<file path="config.mk">
export PLATFORM = sky130hd
export DESIGN_NAME = video_pattern_gen
export DESIGN_NICKNAME = d
export VERILOG_FILES = /design/src/rtl/video_pattern_gen.sv
export SDC_FILE = /design/constraint.sdc
export NUM_CORES = 1
export LEC_CHECK = 0
export ABC_AREA = 1
export CORE_ASPECT_RATIO = 2
export CORE_MARGIN = 3
export CORE_UTILIZATION = 60
export CTS_CLUSTER_DIAMETER = 100
export CTS_CLUSTER_SIZE = 28
export DETAILED_ROUTE_END_ITERATION = 8
export PLACE_DENSITY = 0.82
export SYNTH_ARGS = -nofsm -noshare
export SYNTH_HDL_FRONTEND = slang
export SYNTH_SLANG_ARGS = --single-unit
export TNS_END_PERCENT = 10
</file>
<file path="constraint.sdc">
create_clock -name clk_i -period 11.6 [get_ports clk_i]
set_input_delay 1.16 -clock clk_i [delete_from_list [all_inputs] [get_ports clk_i]]
set_output_delay 1.16 -clock clk_i [all_outputs]
set_load 0.05 [all_outputs]
</file>
<file path="src/rtl/video_pattern_gen.sv">
`default_nettype none
// ============================================================================
//  Module      : video_pattern_gen
//  Description : Test-pattern video source. Emits frames of PX_PER_CLK pixels
//                per beat with line/frame markers, horizontal and vertical
//                blanking, and four selectable patterns.
//  Revision    : 1.0 - initial release
// ============================================================================
module video_pattern_gen #(
    parameter  int PX_WIDTH      = 10,
    parameter  int PX_PER_CLK    = 4,
    parameter  int MAX_LINE_SIZE = 4112,
    parameter  int MAX_LINES     = 4096,
    localparam int LW            = $clog2(MAX_LINE_SIZE + 1),
    localparam int HW            = $clog2(MAX_LINES + 1)
) (
    input  logic                           clk_i,
    input  logic                           rst_i,
    input  logic                           run_i,
    input  logic [LW-1:0]                  frame_width_i,
    input  logic [HW-1:0]                  frame_height_i,
    input  logic [15:0]                    h_blank_i,
    input  logic [15:0]                    v_blank_i,
    input  logic [1:0]                     pattern_i,
    output logic [PX_PER_CLK*PX_WIDTH-1:0] px_data_o,
    output logic [PX_PER_CLK-1:0]          px_data_val_o,
    output logic                           line_start_o,
    output logic                           line_end_o,
    output logic                           frame_start_o,
    output logic                           frame_end_o,
    output logic                           busy_o
);

    localparam logic [1:0]  c_IDLE   = 2'd0;
    localparam logic [1:0]  c_ACTIVE = 2'd1;
    localparam logic [1:0]  c_HBLANK = 2'd2;
    localparam logic [1:0]  c_VBLANK = 2'd3;
    localparam logic [LW:0] c_X_STEP = (LW+1)'(PX_PER_CLK);

    logic [1:0]    r_state;
    logic [1:0]    w_state_nxt;
    logic [LW-1:0] r_x;
    logic [LW-1:0] w_x_nxt;
    logic [HW-1:0] r_y;
    logic [HW-1:0] w_y_nxt;
    logic [15:0]   r_blank_cnt;
    logic [15:0]   w_blank_nxt;
    logic [7:0]    r_frame_cnt;
    logic [7:0]    w_frame_nxt;

    logic [LW-1:0] r_width;
    logic [HW-1:0] r_height;
    logic [15:0]   r_h_blank;
    logic [15:0]   r_v_blank;
    logic [1:0]    r_pattern;

    logic          w_cfg_ok;
    logic          w_latch;
    logic          w_frame_done;
    logic          w_line_last;
    logic          w_last_line;

    // Configuration seen by the beat being prepared: the live inputs on the
    // cycle they are latched, the latched copy otherwise.
    logic [LW-1:0] w_width_eff;
    logic [HW-1:0] w_height_eff;
    logic [1:0]    w_pattern_eff;

    logic                           w_active_nxt;
    logic                           w_line_start_nxt;
    logic                           w_line_end_nxt;
    logic                           w_frame_start_nxt;
    logic                           w_frame_end_nxt;
    logic [PX_PER_CLK-1:0]          w_val_nxt;
    logic [PX_PER_CLK*PX_WIDTH-1:0] w_px_nxt;

    assign w_cfg_ok    = run_i && (frame_width_i != '0) && (frame_height_i != '0);
    assign w_line_last = ({1'b0, r_x} + c_X_STEP) >= {1'b0, r_width};
    assign w_last_line = ({1'b0, r_y} + (HW+1)'(1)) >= {1'b0, r_height};

    // Next-state, counter and latch decisions; outputs are derived from the
    // next-state values so every output register lines up with the state.
    always_comb begin
        w_state_nxt  = r_state;
        w_x_nxt      = r_x;
        w_y_nxt      = r_y;
        w_blank_nxt  = r_blank_cnt;
        w_frame_nxt  = r_frame_cnt;
        w_latch      = 1'b0;
        w_frame_done = 1'b0;
        case (r_state)
            c_IDLE: begin
                if (w_cfg_ok) begin
                    w_latch     = 1'b1;
                    w_state_nxt = c_ACTIVE;
                    w_x_nxt     = '0;
                    w_y_nxt     = '0;
                    w_blank_nxt = '0;
                end
            end
            c_ACTIVE: begin
                if (!w_line_last) begin
                    w_x_nxt = r_x + LW'(PX_PER_CLK);
                end else begin
                    w_x_nxt = '0;
                    if (!w_last_line) begin
                        if (r_h_blank == '0) begin
                            w_y_nxt = r_y + HW'(1);
                        end else begin
                            w_state_nxt = c_HBLANK;
                            w_blank_nxt = 16'd1;
                        end
                    end else if (r_v_blank == '0) begin
                        w_frame_done = 1'b1;
                    end else begin
                        w_state_nxt = c_VBLANK;
                        w_blank_nxt = 16'd1;
                    end
                end
            end
            c_HBLANK: begin
                if (r_blank_cnt == r_h_blank) begin
                    w_state_nxt = c_ACTIVE;
                    w_y_nxt     = r_y + HW'(1);
                    w_blank_nxt = '0;
                end else begin
                    w_blank_nxt = r_blank_cnt + 16'd1;
                end
            end
            c_VBLANK: begin
                if (r_blank_cnt == r_v_blank) begin
                    w_frame_done = 1'b1;
                end else begin
                    w_blank_nxt = r_blank_cnt + 16'd1;
                end
            end
            default: w_state_nxt = c_IDLE;
        endcase

        // End of frame (after any vertical blanking): restart or go idle.
        if (w_frame_done) begin
            w_x_nxt     = '0;
            w_y_nxt     = '0;
            w_blank_nxt = '0;
            if (w_cfg_ok) begin
                w_latch     = 1'b1;
                w_frame_nxt = r_frame_cnt + 8'd1;
                w_state_nxt = c_ACTIVE;
            end else begin
                w_state_nxt = c_IDLE;
            end
        end
    end

    assign w_width_eff   = w_latch ? frame_width_i  : r_width;
    assign w_height_eff  = w_latch ? frame_height_i : r_height;
    assign w_pattern_eff = w_latch ? pattern_i      : r_pattern;

    assign w_active_nxt      = (w_state_nxt == c_ACTIVE);
    assign w_line_start_nxt  = w_active_nxt && (w_x_nxt == '0);
    assign w_line_end_nxt    = w_active_nxt &&
                               (({1'b0, w_x_nxt} + c_X_STEP) >= {1'b0, w_width_eff});
    assign w_frame_start_nxt = w_line_start_nxt && (w_y_nxt == '0);
    assign w_frame_end_nxt   = w_line_end_nxt &&
                               (({1'b0, w_y_nxt} + (HW+1)'(1)) >= {1'b0, w_height_eff});

    for (genvar p = 0; p < PX_PER_CLK; p++) begin : g_lane
        logic [LW:0]         w_lane_x;
        logic [PX_WIDTH-1:0] w_lane_pix;

        assign w_lane_x     = {1'b0, w_x_nxt} + (LW+1)'(p);
        assign w_val_nxt[p] = w_active_nxt && (w_lane_x < {1'b0, w_width_eff});

        // Pattern value for this lane, truncated to the pixel width.
        always_comb begin
            w_lane_pix = '0;
            case (w_pattern_eff)
                2'd0:    w_lane_pix = PX_WIDTH'(w_lane_x);
                2'd1:    w_lane_pix = PX_WIDTH'(w_y_nxt);
                2'd2:    w_lane_pix = PX_WIDTH'(w_lane_x) + PX_WIDTH'(w_y_nxt)
                                    + PX_WIDTH'(w_frame_nxt);
                default: w_lane_pix = {PX_WIDTH{w_lane_x[3] ^ w_y_nxt[3]}};
            endcase
        end

        assign w_px_nxt[p*PX_WIDTH +: PX_WIDTH] = w_val_nxt[p] ? w_lane_pix : '0;
    end

    // FSM state, position counters and latched configuration.
    always_ff @(posedge clk_i) begin
        if (rst_i) begin
            r_state     <= c_IDLE;
            r_x         <= '0;
            r_y         <= '0;
            r_blank_cnt <= '0;
            r_frame_cnt <= '0;
            r_width     <= '0;
            r_height    <= '0;
            r_h_blank   <= '0;
            r_v_blank   <= '0;
            r_pattern   <= '0;
        end else begin
            r_state     <= w_state_nxt;
            r_x         <= w_x_nxt;
            r_y         <= w_y_nxt;
            r_blank_cnt <= w_blank_nxt;
            r_frame_cnt <= w_frame_nxt;
            if (w_latch) begin
                r_width   <= frame_width_i;
                r_height  <= frame_height_i;
                r_h_blank <= h_blank_i;
                r_v_blank <= v_blank_i;
                r_pattern <= pattern_i;
            end
        end
    end

    // Registered pixel stream and markers.
    always_ff @(posedge clk_i) begin
        if (rst_i) begin
            px_data_o     <= '0;
            px_data_val_o <= '0;
            line_start_o  <= 1'b0;
            line_end_o    <= 1'b0;
            frame_start_o <= 1'b0;
            frame_end_o   <= 1'b0;
            busy_o        <= 1'b0;
        end else begin
            px_data_o     <= w_px_nxt;
            px_data_val_o <= w_val_nxt;
            line_start_o  <= w_line_start_nxt;
            line_end_o    <= w_line_end_nxt;
            frame_start_o <= w_frame_start_nxt;
            frame_end_o   <= w_frame_end_nxt;
            busy_o        <= (w_state_nxt != c_IDLE);
        end
    end

endmodule
`default_nettype wire

</file>
# --- After elaboration in Yosys (flattened, before gate mapping) ---
# Index checks and enable logic that the tools add are counted.
word_totals:
  output_inout_bits: 49
  wordCells: 139
  reg_bits: 161
  input_bits: 63
classes:
  bitwise_logic: 8
  reduce_logical: 25
  addsub: 19
  magnitude_cmp: 8
  mux: 46
  eq_ne: 13
op_table:
  columns: ["operator", "n"]
  rows:
  - ["13-bit two-way mux", 11]
  - ["10-bit case mux with 3 select lines", 4]
  - ["16-bit two-way mux", 7]
  - ["16-bit case mux with 4 select lines", 1]
  - ["14-bit by 13-bit greater-or-equal comparator with 1-bit output", 4]
  - ["13-bit by 1-bit adder with 14-bit output (second input constant)", 3]
  - ["14-bit by 13-bit less-than comparator with 1-bit output", 3]
  - ["10-bit adder", 4]
  - ["10-bit by 8-bit adder with 10-bit output", 4]
  - ["13-bit case mux with 3 select lines", 1]
  - ["16-bit == test", 2]
  - ["16-bit zero test", 2]
  - ["13-bit by 2-bit adder with 14-bit output (second input constant)", 2]
  - ["13-bit by 3-bit adder with 14-bit output (second input constant)", 2]
  - ["13-bit zero test", 2]
  - ["13-bit case mux with 2 select lines", 1]
  - ["13-bit nonzero test", 2]
  - ["16-bit by 1-bit adder with 16-bit output (second input constant)", 1]
  - ["2-bit two-way mux", 8]
  - ["8-bit two-way mux", 2]
  - ["13-bit by 1-bit adder with 13-bit output (second input constant)", 1]
  - ["13-bit by 3-bit adder with 13-bit output (second input constant)", 1]
  - ["13-bit less-than comparator", 1]
  - ["1-bit logical AND", 10]
  - ["other kinds (14)", 40]

# --- Longest topological paths before layout ---
# Gate-level depths: netlist of the first run.
logic_depth:
  word_depth: 12
  ltp_mapped: 50
  depth_no_buf: 49

# --- Worst setup path before layout of the first run ---
# No wires, ideal clock.
synth_timing:
  path_type: "flip-flop to flip-flop"
  startpoint: "reg r_y[0]"
  endpoint: "reg px_data_o[19]"
  path_stages_with_launch: 47
  n_path_buf: 2
  t_required_ns: 11.491
  setup_time_ns: 0.109
  setup_slack_ns: 5.491
  period_less_slack_ns: 6.109
  arrival_time_ns: 6.000
  path_cell_list: "dfxtp_1 ha_1 nand2_1 nor2_1 inv_1 nor2_1 inv_1 nor3_1 nand2_1 nor2_1 xnor2_1 inv_1 ha_1 nand2_1 nor3_1 nand2_1 nor2_1 nand2_2 (+11 left out) inv_1 fa_1 fa_1 o21ai_0 nand2_1 nand2_1 a21oi_1 nor2_1 o21ai_0 nand3_1 nand2_1 nand3b_1 nand2_1 nand3_1 nand3_1 nand4_1 nand2_1 inv_1"
synth_via:
  elab_chain_len: 11
  elab_cells_between_ends: 35
  cone_classes: "5 x add/sub; 2 x order compare; 3 x eq/ne; 20 x mux; 2 x bitwise; 3 x reduce/logical"
synth_lines:
  columns: ["item", "line_no", "source"]
  rows:
  - ["start: declaration", "44", "logic [HW-1:0] r_y;"]
  - ["start signal: assignment", "205", "r_y <= w_y_nxt;"]
  - ["13-bit by 1-bit adder with 14-bit output *", "79", "assign w_last_line = ({1'b0, r_y} + (HW+1)'(1)) >= {1'b0, r_height};"]
  - ["14-bit by 13-bit greater-or-equal comparator with 1-bit output *", "79", null]
  - ["1-bit two-way mux *", "106", "if (!w_last_line) begin"]
  - ["1-bit two-way mux *", "102", "if (!w_line_last) begin"]
  - ["1-bit case mux with 2 select lines *", "91", "case (r_state)"]
  - ["13-bit two-way mux *", "141", "if (w_frame_done) begin"]
  - ["net g_lane[0].w_lane_x[1]", "168", "logic [LW:0] w_lane_x;"]
  - ["13-bit by 1-bit adder with 14-bit output *", "171", "assign w_lane_x = {1'b0, w_x_nxt} + (LW+1)'(p);"]
  - ["branches (longest 4 deep; another with 10-bit adder)", null, null]
  - ["end signal: assignment", "229", "px_data_o <= w_px_nxt;"]
  - ["end: declaration", "25", "output logic [PX_PER_CLK*PX_WIDTH-1:0] px_data_o,"]
# Mark *: on every way through the listed nets, which the timed path passes.
# A chain may end at the register's enable or synchronous reset.

# --- Worst setup path in the final report of the first run ---
# Same ends and word-level chain as after synthesis.

==> results of run 1 <==
registers in the layout (all words and copies together), names as in the netlist, 4 cells and up:
register	cells
px_data_o	40
px_data_val_o	4
r_blank_cnt	16
r_frame_cnt	8
r_h_blank	16
r_height	13
r_v_blank	16
r_width	13
r_x	13
r_y	13
layout make-up:
type / count / share of cell area
inverters: 346 / 0.0837
flip-flops and latches: 161 / 0.208
clock buffers: 20 / 0.0294
clock inverters: 10 / 0.00717
multi-input cells: 1458 / 0.570
well taps: 276 / 0.0222
repair buffers: 129 / 0.0800
worst max-delay path by stage:
| stage | start | end | depth (start not counted) |
|---|---|---|---|
| CTS | r_y[0] | px_data_o[19] | 42 |
| finish | r_y[0] | px_data_o[19] | 42 |
| global route | r_y[0] | px_data_o[19] | 44 |
| global placement | r_y[0] | px_data_o[19] | 42 |
| detailed placement | r_y[0] | px_data_o[19] | 42 |
| floorplan | r_y[0] | px_data_o[19] | 46 |
cells in the final DEF (no fill, tap or decap), types with 5 or more instances in the layout:
master / instances
xor2_1: 59
dfxtp_1: 161
ha_1: 150
o21ai_1: 14
clkdlybuf4s50_1: 110
clkbuf_16: 17
nor4_1: 6
nand2_1: 399
or2_2: 15
a21oi_1: 117
xnor2_1: 32
o211ai_1: 6
a21o_1: 5
clkinv_2: 5
a211oi_1: 5
inv_1: 326
o21bai_1: 5
nand3_1: 93
nor2_2: 9
fa_1: 34
nand2_2: 10
inv_2: 20
nor3_1: 34
o21ai_2: 5
buf_4: 18
nand4_1: 41
nor2_1: 253
nor3b_1: 5
o21ai_0: 111
nand3b_1: 6
where the power goes:
group	switching, W	internal (W)	leakage [nW]
Combinational	0.000372	0.000175	6.38
Sequential	0.0000308	0.000593	1.31
Clock	0.000236	0.000325	0.286
Total	0.000639	0.00109	7.98
through the flow:
| stage | hold WS [ps] | total power, W |
|---|---|---|
| after floorplan | 456 | 0.000972 |
| after global placement | 478 | 0.00115 |
| after detailed placement | 483 | 0.00116 |
| after CTS | 494 | 0.00171 |
| after global routing | 515 | 0.00181 |
| final | 500 | 0.00173 |
critical path: cells and delay by family, from the launching register on:
family / cells / cell delay [ps]
xor+xnor: 2 / 640
simple gates: 25 / 3190
compound gates: 4 / 1040
flops: 1 / 400
buf+inv: 6 / 990
fa+ha+maj: 5 / 1990
logic make-up (layout without fill, tap and decap cells):
kind of cell / after synthesis / after routing / synth area share
buffers and inverters: 390 / 505 / 0.111
AOI/OAI and AO/OA: 291 / 291 / 0.118
DFF: 161 / 161 / 0.237
adders and majority gates: 184 / 184 / 0.188
xor gates and xnor gates: 91 / 91 / 0.0587
and+or+nand+nor: 892 / 892 / 0.286
layer usage:
layer	vias to the layer above	routed length, µm	share of wire	GRT usage
met3	344	3540	0.068	0.0878
met4	0	6500	0.13	0.434
li1	6605	-	-	-
met2	771	26100	0.50	0.763
met1	6378	15900	0.31	0.377
met5	-	0	0	0
==> summary.md, run 1 <==
| Metric | Value |
|---|---|
| Outcome | `completed` |
| Initial antenna violation count | `0` |
| Post-route insts no fill | `2400` |
| Synth warnings | `0` |
| Share of the synthesized area in the top cell type | `0.237` |
| Clock Skew | `10.0 ps` |
| Max clock buf depth | `2` |
| CORE AREA | `0.0222 mm²` |
| Die area | `0.0246 mm²` |
| Post-route cell area | `0.0155 mm²` |
| Critical Path Start Type | `flop` |
| Area of the multi-input gates | `0.00885 mm²` |
| Slew Viols, Final | `0` |
| Layout cell share with drive strength beyond 1 | `0.0593` |
| Clock Root Buffer | `clkbuf_16` |
| Clk sinks | `161` |
| Critical Path Sink Type | `flop` |
| Drt wl/cell | `21.7 µm` |
| Ys flop type | `dfxtp_1` |
| Clock transition at path regs | `60 ps` |
| PD cells | `112 mW/mm²` |
| GP Congestion | `1.13` |
| Placed inst area | `0.0150 mm²` |
| Worst r2r src | `r_y[0]` |
| Post-CTS Hold Fix Bufs | `0` |
| Arrival @ worst endpoint | `8720 ps` |
| CP Class | `flop to flop` |
| HPWL Detailed | `41300 µm` |
| Sequential share of the synthesized area | `0.237` |
| Port Buffer Count | `111` |
| Reg-to-reg critical path endpoint | `px_data_o[19]` |
| Global-route wire length before repair | `78800 µm` |
| Routed Antenna Nets | `0` |
| Post-Syn Area per Cell | `6.76 µm²` |
| Final Setup Violations | `0` |
| R2R depth | `42` |
| Crit path largest cell delay | `590 ps` |
| FFs w/ async S/R, synth | `0` |
| Period utilisation layout | `0.721` |
| Post-CTS setup buffer count | `0` |
| Layout Area Growth over Synthesis | `14.3%` |
| Rows | `77` |
| Die X | `112 µm` |
| Leakage | `7.98 nW` |
| Fin. Hold Viols | `0` |
| Slowest cell on crit path | `inv_1` |
| Nets@finish | `2360` |
| Peak VDD IR | `0.170 mV` |
| Drt total wl | `52000 µm` |
| Fill cells | `1939` |
| H-tree depth | `4` |
| 1st-iter DRT viols | `1239` |
| Critical Path RT | `11950 ps` |
| Post-cts resize count | `0` |
| EDFF count, synth | `0` |
| Worst slew margin | `0.212` |
| TritonCTS Buffers | `17` |
| Yosys reg bits | `161` |
| I/O pin count | `112` |
| Clock latency on the worst-skew pair | `450 ps` |
| Max FO, Critical Path | `11` |
| Tmin final | `8370 ps` |
| Cells after synthesis | `2009` |
| Register area | `0.00322 mm²` |
| GRT Residual Overflow | `0` |
| Number of iterations in the first detailed-routing pass | `6` |
| CTS tree | `done` |
| Vias | `14100` |
| Hold path cells | `2` |
| MaxCap Viol Count | `0` |
| Hold path startpoint | `r_v_blank[7]` |
| Setup slack, reg-to-reg | `3230 ps` |
| Final worst slack | `3230 ps` |
| Die height | `219 µm` |
| Final core occ | `0.701` |
| FMAX | `0.119 GHz` |
| Fin Setup TNS | `0 ps` |
| Via-to-Cell Ratio | `5.87` |
| Largest net degree at the start of global routing | `65` |
| DRC | `0` |
| Top cells by area, synth | `dfxtp_1, ha_1, nand2_1` |
| Syn Nets | `2256` |
| Cell with the most instances after synthesis | `nand2_1` |
| Worst Hold Endpoint | `r_v_blank[7]` |
| Synth top cells by count | `nand2_1, inv_1, nor2_1` |
| DP Cell Count | `2370` |
| Starting density of the core | `0.613` |
| Netlist cell types | `49` |
| Vias in the first global route | `14300` |
| Worst hold-check path type | `flop to flop` |
| Ant. Diodes | `0` |
| Worst slew pin tran | `1170 ps` |
| Most numerous cell on the critical path | `nand2_1` |
| Post-synth top area cell | `dfxtp_1` |
| Mapped cell area | `0.0136 mm²` |
| DP Worst Slack | `3470 ps` |
| GRT Overall Usage | `0.426` |
| RSZ-0062 raised after global routing | `false` |
(Power assumes the default switching activity.)
==> run 2, diff against run 1 <==
==> constraint.sdc (replaced) <==
create_clock -name clk_i -period 8.2 [get_ports clk_i]
set_input_delay 0.82 -clock clk_i [delete_from_list [all_inputs] [get_ports clk_i]]
set_output_delay 0.82 -clock clk_i [all_outputs]
set_load 0.05 [all_outputs]
==> summary.md, run 2 (synthesis gave the netlist of run 1 again) <==
| Metric | Value |
|---|---|
| Clock Root Buffer | `clkbuf_16` |
| Layout cell share with drive strength beyond 1 | `0.0634 (+0.00403)` |
| RSZ-0062 raised after global routing | `false` |
| Post-cts resize count | `0 (unchanged)` |
| Largest Register | `px_data_o` |
| Die area | `0.0246 mm² (unchanged)` |
| Layout Area Growth over Synthesis | `14.8%` |
| Number of iterations in the first detailed-routing pass | `5 (-1)` |
| Critical Path RT | `8560 ps (-3390 ps)` |
| Critical Path Sink Type | `flop` |
| Clock transition at path regs | `70 ps (about the same)` |
| Setup slack, reg-to-reg | `640 ps (-2590 ps)` |
| Slew Viols, Final | `0 (unchanged)` |
| Worst r2r src | `r_y[0]` |
| Final Setup Violations | `0 (unchanged)` |
| Post-CTS setup buffer count | `0 (unchanged)` |
| GRT Overall Usage | `0.405 (-0.0214)` |
| Vias | `14000 (-0.64%)` |
| Tmin final | `7560 ps (-811 ps)` |
| Worst slew margin | `0.210 (-0.00230)` |
| 1st-iter DRT viols | `993 (-20%)` |
| FMAX | `0.132 GHz (+11%)` |
| CORE AREA | `0.0222 mm² (unchanged)` |
| Arrival @ worst endpoint | `7910 ps (-810 ps)` |
| TritonCTS Buffers | `17 (unchanged)` |
| DRC | `0 (unchanged)` |
| Fin Setup TNS | `0 ps (unchanged)` |
| DR WL met2 | `25100 µm (-3.8%)` |
| PD cells | `158 mW/mm² (+42%)` |
| H-tree depth | `4 (unchanged)` |
| Routed met3 length | `2800 µm (-21%)` |
| Die X | `112 µm (unchanged)` |
| R2R depth | `45 (+7.1%)` |
| Nets@finish | `2365 (+0.21%)` |
| CP startpoint | `r_y[0]` |
| Global-route wire length before repair | `75900 µm (-3.7%)` |
| Post-route insts no fill | `2407 (+0.29%)` |
| Most common cell after layout, fill and taps aside | `nand2_1` |
| Clock latency on the worst-skew pair | `460 ps (about the same)` |
| Worst hold-check path type | `flop to flop` |
| Drt wl/cell | `20.5 µm (-5.2%)` |
| GRT Residual Overflow | `0 (unchanged)` |
| Outcome | `completed` |
| Final worst slack | `643 ps (-2590 ps)` |
| Largest net degree at the start of global routing | `65 (unchanged)` |
| Ant. Diodes | `0 (unchanged)` |
| Met1 Wirelength | `15600 µm (-1.7%)` |
| Drt total wl | `49400 µm (-4.9%)` |
| Clock Skew | `11.8 ps (+1.75 ps)` |
| Critical Path Start Type | `flop` |
| DP Cell Count | `2375 (+0.21%)` |
| Slowest cell on crit path | `fa_1` |
| Rows | `77 (unchanged)` |
| Commonest cells after routing, fill and taps aside | `nand2_1, inv_1, nor2_1` |
| Die height | `219 µm (unchanged)` |
| Fin. Hold Viols | `0 (unchanged)` |
| CTS tree | `done` |
| Starting density of the core | `0.613 (unchanged)` |
| Max Used Layer | `met4` |
| Max FO, Critical Path | `11 (unchanged)` |
| Post-CTS Hold Fix Bufs | `0 (unchanged)` |
| Via-to-Cell Ratio | `5.82 (-0.93%)` |
| Period utilisation layout | `0.922 (+0.200)` |
| Leakage | `8.00 nW (+0.24%)` |
| CP Class | `flop to flop` |
| Worst slew pin tran | `1180 ps (+3.42 ps)` |
| Clk sinks | `161 (unchanged)` |
| Fill cells | `1950 (+0.57%)` |
| Port Buffer Count | `111 (unchanged)` |
| Most numerous cell on the critical path | `nand2_1` |
| Crit path largest cell delay | `490 ps (-100 ps)` |
| Max clock buf depth | `2 (unchanged)` |
| Peak VDD IR | `0.172 mV (+0.94%)` |
| Max reg flops | `40 (unchanged)` |
| Reg-to-reg critical path endpoint | `px_data_o[19]` |
| GP Congestion | `1.07 (-5.9%)` |
| I/O pin count | `112 (unchanged)` |
| MaxCap Viol Count | `0 (unchanged)` |
| Vias in the first global route | `14400 (+0.19%)` |
| HPWL Detailed | `39500 µm (-4.3%)` |
| Critical Path Sink | `px_data_o[19]` |
| Initial antenna violation count | `0 (unchanged)` |
| Routed Antenna Nets | `0 (unchanged)` |
| DP Worst Slack | `733 ps (-2740 ps)` |
| Hold path cells | `2 (unchanged)` |
-- run 2: power breakdown --
group	internal, W	switching (W)	leakage, nW
Sequential	0.000839	0.0000432	1.31
Clock	0.000460	0.000360	0.281
Combinational	0.000246	0.000515	6.40
-- run 2: final cells by class --
cell class	instances	area (µm²)	area share
multi-input cells	1458	8850	0.568
inverters	346	1300	0.0833
clock buffers	18	439	0.0282
flip-flops and latches	161	3220	0.207
clock inverters	14	155	0.00995
well taps	276	345	0.0222
repair buffers	134	1280	0.0820
-- run 2: worst min path at each step --
stage / start / endpoint / slack (ps)
4_1_cts: r_v_blank[7] / r_v_blank[7] / 500
2_1_floorplan: r_v_blank[10] / r_v_blank[10] / 460
5_1_grt: r_v_blank[6] / r_v_blank[6] / 520
6_report: r_v_blank[7] / r_v_blank[7] / 500
3_3_place_gp: r_v_blank[3] / r_v_blank[3] / 470
3_5_place_dp: r_v_blank[6] / r_v_blank[6] / 490
-- run 2: stage by stage --
| stage | hold slack (ps) | utilization | area (µm²) | power (W) |
|---|---|---|---|---|
| floorplan | 456 | - | 13600 | 0.00137 |
| global placement | 473 | 0.677 | 15000 | 0.00162 |
| detailed placement | 493 | 0.677 | 15000 | 0.00163 |
| CTS | 502 | 0.703 | 15600 | 0.00245 |
| global route | 524 | 0.704 | 15600 | 0.00258 |
| finish | 501 | 0.704 | 15600 | 0.00246 |
-- run 2: worst max-delay path: cells and delay by family (launching register included) --
| family | cells | cell delay, ps |
|---|---|---|
| flip-flops | 1 | 400 |
| AND/OR/NAND/NOR | 27 | 3210 |
| buffers and inverters | 8 | 900 |
| adder cells (fa/ha/maj) | 5 | 1820 |
| AO/OA/AOI/OAI | 3 | 670 |
| XOR/XNOR | 2 | 430 |
-- run 2: layer usage --
metal  up-vias  global-route usage
met4         0               0.401
met2       664               0.732
met3       320              0.0795
li1       6623                   -
met5         -                   0
met1      6401               0.359
